[config.mk]
export PLATFORM = sky130hd
export DESIGN_NAME = interp2_linear
export DESIGN_NICKNAME = d
export VERILOG_FILES = /design/src/rtl/interp2_linear_pkg.sv /design/src/rtl/interp2_mid.sv /design/src/rtl/interp2_linear.sv
export SDC_FILE = /design/constraint.sdc
export NUM_CORES = 1
export LEC_CHECK = 0
export CORE_ASPECT_RATIO = 0.7
export CORE_UTILIZATION = 52
export CTS_BUF_LIST = sky130_fd_sc_hd__clkbuf_8
export DETAILED_ROUTE_END_ITERATION = 7
export PLACE_DENSITY_LB_ADDON = 0.3
export SETUP_SLACK_MARGIN = 0.3
export SYNTH_ARGS = -nofsm -noshare
export SYNTH_HDL_FRONTEND = slang
export SYNTH_SLANG_ARGS = --single-unit
[constraint.sdc]
create_clock -name clk -period 2.6 [get_ports clk]
set_input_delay 0.65 -clock clk [delete_from_list [all_inputs] [get_ports clk]]
set_output_delay 0.65 -clock clk [all_outputs]
set_load 0.01 [all_outputs]
[src/rtl/interp2_linear_pkg.sv]
// rtl/interp2_linear_pkg.sv - shared types and helpers for the linear x2 interpolator
package interp2_linear_pkg;

    typedef enum logic [1:0] {
        ST_IDLE = 2'd0,
        ST_PREV = 2'd1,
        ST_EMIT = 2'd2
    } state_e;

    // One guard bit so a+b+1 never overflows before the halving shift
    function automatic int mid_width(input int width);
        return width + 1;
    endfunction

endpackage

[src/rtl/interp2_mid.sv]
// rtl/interp2_mid.sv - combinational midpoint (a+b+1)>>>1, rounding half toward +inf
module interp2_mid
    import interp2_linear_pkg::*;
#(
    parameter int WIDTH = 16
) (
    input  logic signed [WIDTH-1:0] a,
    input  logic signed [WIDTH-1:0] b,
    output logic signed [WIDTH-1:0] y
);

    localparam int MW = mid_width(WIDTH);

    logic [MW-1:0] sum;

    always_comb begin
        sum = {a[WIDTH-1], a} + {b[WIDTH-1], b} + MW'(1);
        // Dropping bit 0 of the extended sum is the arithmetic shift; the result always fits
        y   = sum[MW-1:1];
    end

endmodule

[src/rtl/interp2_linear.sv]
// rtl/interp2_linear.sv - stream interpolator by 2 with linear midpoint insertion
module interp2_linear
    import interp2_linear_pkg::*;
#(
    parameter int WIDTH = 16
) (
    input  logic                    clk,
    input  logic                    rst,
    input  logic                    clear,
    input  logic signed [WIDTH-1:0] i_tdata,
    input  logic                    i_tlast,
    input  logic                    i_tvalid,
    output logic                    i_tready,
    output logic signed [WIDTH-1:0] o_tdata,
    output logic                    o_tlast,
    output logic                    o_tvalid,
    input  logic                    o_tready
);

    state_e                  state_q, state_d;
    logic signed [WIDTH-1:0] out_q, out_d;
    logic signed [WIDTH-1:0] prev_q, prev_d;
    logic signed [WIDTH-1:0] hold_q, hold_d;
    logic                    tlast_q, tlast_d;
    logic                    tvalid_q, tvalid_d;
    logic                    hold_last_q, hold_last_d;
    logic signed [WIDTH-1:0] mid_y;
    logic                    free;
    logic                    accept;

    interp2_mid #(.WIDTH(WIDTH)) u_mid (
        .a (prev_q),
        .b (i_tdata),
        .y (mid_y)
    );

    assign free     = !tvalid_q || o_tready;
    assign i_tready = free && (state_q == ST_IDLE || state_q == ST_PREV);
    assign accept   = i_tvalid && i_tready;

    always_comb begin
        state_d     = state_q;
        out_d       = out_q;
        prev_d      = prev_q;
        hold_d      = hold_q;
        tlast_d     = tlast_q;
        tvalid_d    = tvalid_q;
        hold_last_d = hold_last_q;
        // A free slot that is not reloaded this cycle empties
        if (free) begin
            tvalid_d = 1'b0;
        end
        case (state_q)
            ST_IDLE: begin
                if (accept) begin
                    out_d    = i_tdata;
                    prev_d   = i_tdata;
                    tlast_d  = i_tlast;
                    tvalid_d = 1'b1;
                    state_d  = i_tlast ? ST_IDLE : ST_PREV;
                end
            end
            ST_PREV: begin
                if (accept) begin
                    out_d       = mid_y;
                    tlast_d     = 1'b0;
                    hold_d      = i_tdata;
                    hold_last_d = i_tlast;
                    tvalid_d    = 1'b1;
                    state_d     = ST_EMIT;
                end
            end
            ST_EMIT: begin
                if (free) begin
                    out_d    = hold_q;
                    prev_d   = hold_q;
                    tlast_d  = hold_last_q;
                    tvalid_d = 1'b1;
                    state_d  = hold_last_q ? ST_IDLE : ST_PREV;
                end
            end
            default: state_d = ST_IDLE;
        endcase
    end

    always_ff @(posedge clk) begin
        if (rst || clear) begin
            state_q     <= ST_IDLE;
            out_q       <= '0;
            prev_q      <= '0;
            hold_q      <= '0;
            tlast_q     <= 1'b0;
            tvalid_q    <= 1'b0;
            hold_last_q <= 1'b0;
        end else begin
            state_q     <= state_d;
            out_q       <= out_d;
            prev_q      <= prev_d;
            hold_q      <= hold_d;
            tlast_q     <= tlast_d;
            tvalid_q    <= tvalid_d;
            hold_last_q <= hold_last_d;
        end
    end

    assign o_tdata  = out_q;
    assign o_tlast  = tlast_q;
    assign o_tvalid = tvalid_q;

endmodule

==> flow_metrics.tcl, run 1 <==
set metrics [dict create \
    drt-initial-drc-count 253 \
    nFillCells 409 \
    clock_sinks 53 \
    gp_congestion 0.906 \
    port_buffers 40 \
    finalSetupViolCount 0 \
    synth_seq_cells 53 \
    rsz0062_at_grt "yes" \
    detail-route-antenna-nets 0 \
    initial_core_util 0.550 \
    dpl-instance-area_sq_um 4050 \
    hp-class "reg2reg" \
    netSwitchingPower_mw 0.594 \
    avgSynthCellArea_sq_um 7.92 \
    fin_area_sq_um 4420 \
    p_int_mw 1.47 \
    fin_crit_sh 0.924 \
    ys.flop_type "dfxtp_1" \
    pwr-share-clk 0.334 \
    cap_violations 0 \
    powerDensity_nw_per_um2 468 \
    min_from "hold_q[10]$_SDFFE_PP0P_" \
    cp.arrival_ns 2.63 \
    avgRoutedWirePerCell_um 17.9 \
    path_clk_slew_ns 0.10 \
    cts_buffers 5 \
    timing.fmax_mhz 416 \
    finalCriticalPeriod_ns 2.40 \
    power.leakage_nw 1.68 \
    post-place-cells 554 \
    die_h_um 67.8 \
    synth_area_sq_um 3220 \
    final_layout_size_suffix_gt1_frac 0.223 \
    hold_viol_final 0 \
    htree_levels 2 \
    path_cells "buf_6 > or2_4 > fa_2 > a21o_1 > a221oi_2 > o21ai_2 > a21o_1 > a311o_1 > a32o_1" \
    grt_pass1_wl_um 15600 \
    grt_max_degree 36 \
    multiInputGateArea_sq_um 2220 \
    grt_usage 0.319 \
    synth_edf_count 0 \
    synthToLayoutAreaGrowth_pct 37.4 \
    crit_type "in2reg" \
    drv_slew 0 \
    synth_cell_types 55 \
    tns_ns 0 \
    ys_seq_area_frac 0.330 \
    first_global_vias 3253 \
    final-instance-count-excl-fill 564 \
    diodes 0 \
    viasPerCell 6.19 \
    fp.coreArea_sq_um 5840 \
    antenna_found_initial 0 \
    regArea_sq_um 1060 \
    core.rowCount 23 \
    drt-pass1-iter-count 5 \
    seq_power_share 0.415 \
    critical_path.startpoint "i_tdata[0]" \
    ys.warnings.count 0 \
    ir_worst_vdd_mv 0.260 \
    final_net_count 530 \
    cts_root_buf "clkbuf_8" \
    gr-total-overflow 0 \
    synthArstFlopShare 0 \
    clock_skew_ns 0.00594 \
    drc 0 \
    crit_path_max_incr_delay_ns 0.34 \
    holdWs_ns 0.459 \
    die_area_sq_um 6510 \
    ioPinCount 41 \
    crit_fanout 3 \
    cp_common_cell "a21o_1" \
    worst_slew_pin_slew_ns 0.685 \
    cts_buffer_depth 2 \
    combPwrFrac 0.251 \
    switching_share 0.287 \
    vias 3493 \
    wl_um 10100 \
    critPathCaptureType "register" \
    slew_headroom 0.543 \
    synthCells 406 \
    cts_tree "built" \
    r2r-start "prev_q[0]$_SDFFE_PP0P_" \
    die_w_um 96.0 \
    crit_path_start_kind "primary input" \
    insertion_delay_ns 0.32 \
    place_hpwl_um 6800 \
    status "finished, final reports clean" \
    synth_nets 448 \
    crit_family "compound AO/OA/AOI/OAI gates" \
    cp_num_buf_inv 1 \
    required_ns 2.83 \
    slowest_stage "fa_2" \
]
metrics by stage:
step	power, mW	utilization	setup slack [ns]
6_report	2.07	0.756	0.197
5_1_grt	2.15	0.756	0.150
4_1_cts	2.03	0.738	0.169
3_5_place_dp	1.34	0.694	-0.508
3_3_place_gp	1.32	0.694	-0.489
2_1_floorplan	1.12	-	-0.0832
logic make-up (layout without fill, tap and decap cells):
group           count (synthesis)  after routing  synth area share
compound gates                125            125             0.263
xor+xnor                        9              9            0.0245
fa+ha+maj                      20             20            0.0802
buf+inv                        34            117            0.0490
flops                          53             53             0.330
mux                            11             11            0.0342
simple gates                  154            154             0.219
worst register-to-register path: stages, from the launching register on:
cell	delay, ns
dfxtp_1	0.34
or2_4	0.23
fa_2	0.34
a21o_1	0.19
a221oi_2	0.30
o21ai_2	0.12
a21o_1	0.16
a311o_1	0.30
a32o_1	0.24
power groups by stage:
stage	clock network (mW)	registers (mW)	logic, mW
finish	0.690	0.859	0.520
global route	0.729	0.861	0.556
CTS	0.686	0.858	0.485
detailed placement	0	0.874	0.465
global placement	0	0.873	0.451
floorplan	0	0.876	0.247
routing by layer:
layer  global-route usage  up-vias  routed length [um]
met5                    0        -                   0
li1                     -     1634                   -
met3               0.0777       31                 890
met4               0.0970        0                 233
met2                0.505      194                4630
met1                0.429     1634                4350
repair_timing:
item,4_1_cts,5_1_grt
pin swaps,17,11
gates resized for setup,28,19
endpoints found under the setup margin,13,11
hold buffers,0,0
setup buffers,1,1
layout make-up:
| type | count | share of cell area |
|---|---|---|
| multi-input combinational | 319 | 0.502 |
| sequential | 53 | 0.240 |
| clock buffer | 5 | 0.0156 |
| inverter | 6 | 0.00510 |
| clock inverter | 3 | 0.0156 |
| tap | 75 | 0.0212 |
| timing repair buffer | 103 | 0.201 |
synth_stat cells, types with 4 or more instances:
cell type / n / area (sq um)
nand2_1: 61 / 229
nand4_1: 8 / 50.1
xnor2_1: 7 / 61.3
nor2b_1: 7 / 43.8
inv_1: 5 / 18.8
a22oi_1: 4 / 30.0
a221oi_1: 4 / 35.0
a211oi_1: 11 / 82.6
mux2i_1: 11 / 110
a21o_1: 6 / 45.0
a21oi_1: 42 / 210
nand3_1: 9 / 45.0
a211o_1: 4 / 35.0
ha_1: 19 / 238
nor3_1: 8 / 40.0
nand2b_1: 9 / 56.3
clkbuf_1: 20 / 75.1
o21ai_1: 12 / 60.1
o211ai_1: 9 / 67.6
a311oi_1: 8 / 70.1
dfxtp_1: 53 / 1060
nor2_1: 38 / 143
cell usage in the layout (no fill, tap or decap), types with 3 or more instances in the layout:
master	synthesis	routed
and3_1	3	3
a21oi_1	42	39
nor2b_1	7	6
a22oi_1	4	4
ha_4	0	9
mux2i_1	11	11
clkbuf_8	2	5
nand4_1	8	8
buf_6	1	3
nand2b_1	9	9
xnor2_1	7	6
dfxtp_1	53	53
a211oi_1	11	11
a21o_1	6	6
nor4_1	3	3
o21ai_0	3	3
a311oi_1	8	8
o21ai_1	12	10
a221oi_2	1	3
dlygate4sd2_1	0	9
o211ai_1	9	9
a21oi_2	1	4
nor3_1	8	8
nor2_2	0	3
ha_1	19	9
nor2_1	38	35
buf_4	0	60
inv_1	5	5
nand2_1	61	61
a211o_1	4	4
clkdlybuf4s50_1	0	29
nand3_1	9	9
path summary, 6_finish.rpt:
| path | slack, ns | end | cells after the start |
|---|---|---|---|
| worst max register to register | 0.28 | o_tdata[13]$_SDFFE_PP0P_ | 8 |
| worst min-delay path | 0.46 | hold_q[10]$_SDFFE_PP0P_ | 2 |
| worst min register to register | 0.46 | hold_q[10]$_SDFFE_PP0P_ | 2 |
| worst max-delay path | 0.20 | o_tdata[13]$_SDFFE_PP0P_ | 9 |
registers in the layout, indices dropped and copies added, names as in the netlist:
register / cells
o_tlast: 1
o_tvalid: 1
hold_q: 16
state_q: 2
o_tdata: 16
prev_q: 16
hold_last_q: 1
(Power assumes the default switching activity.)
==> run 2: changes to the inputs <==
Settings changed: SKIP_LAST_GASP set to 1.
==> results of run 2 <==
The final DEF is identical to that of run 1; final timing and power are the same.
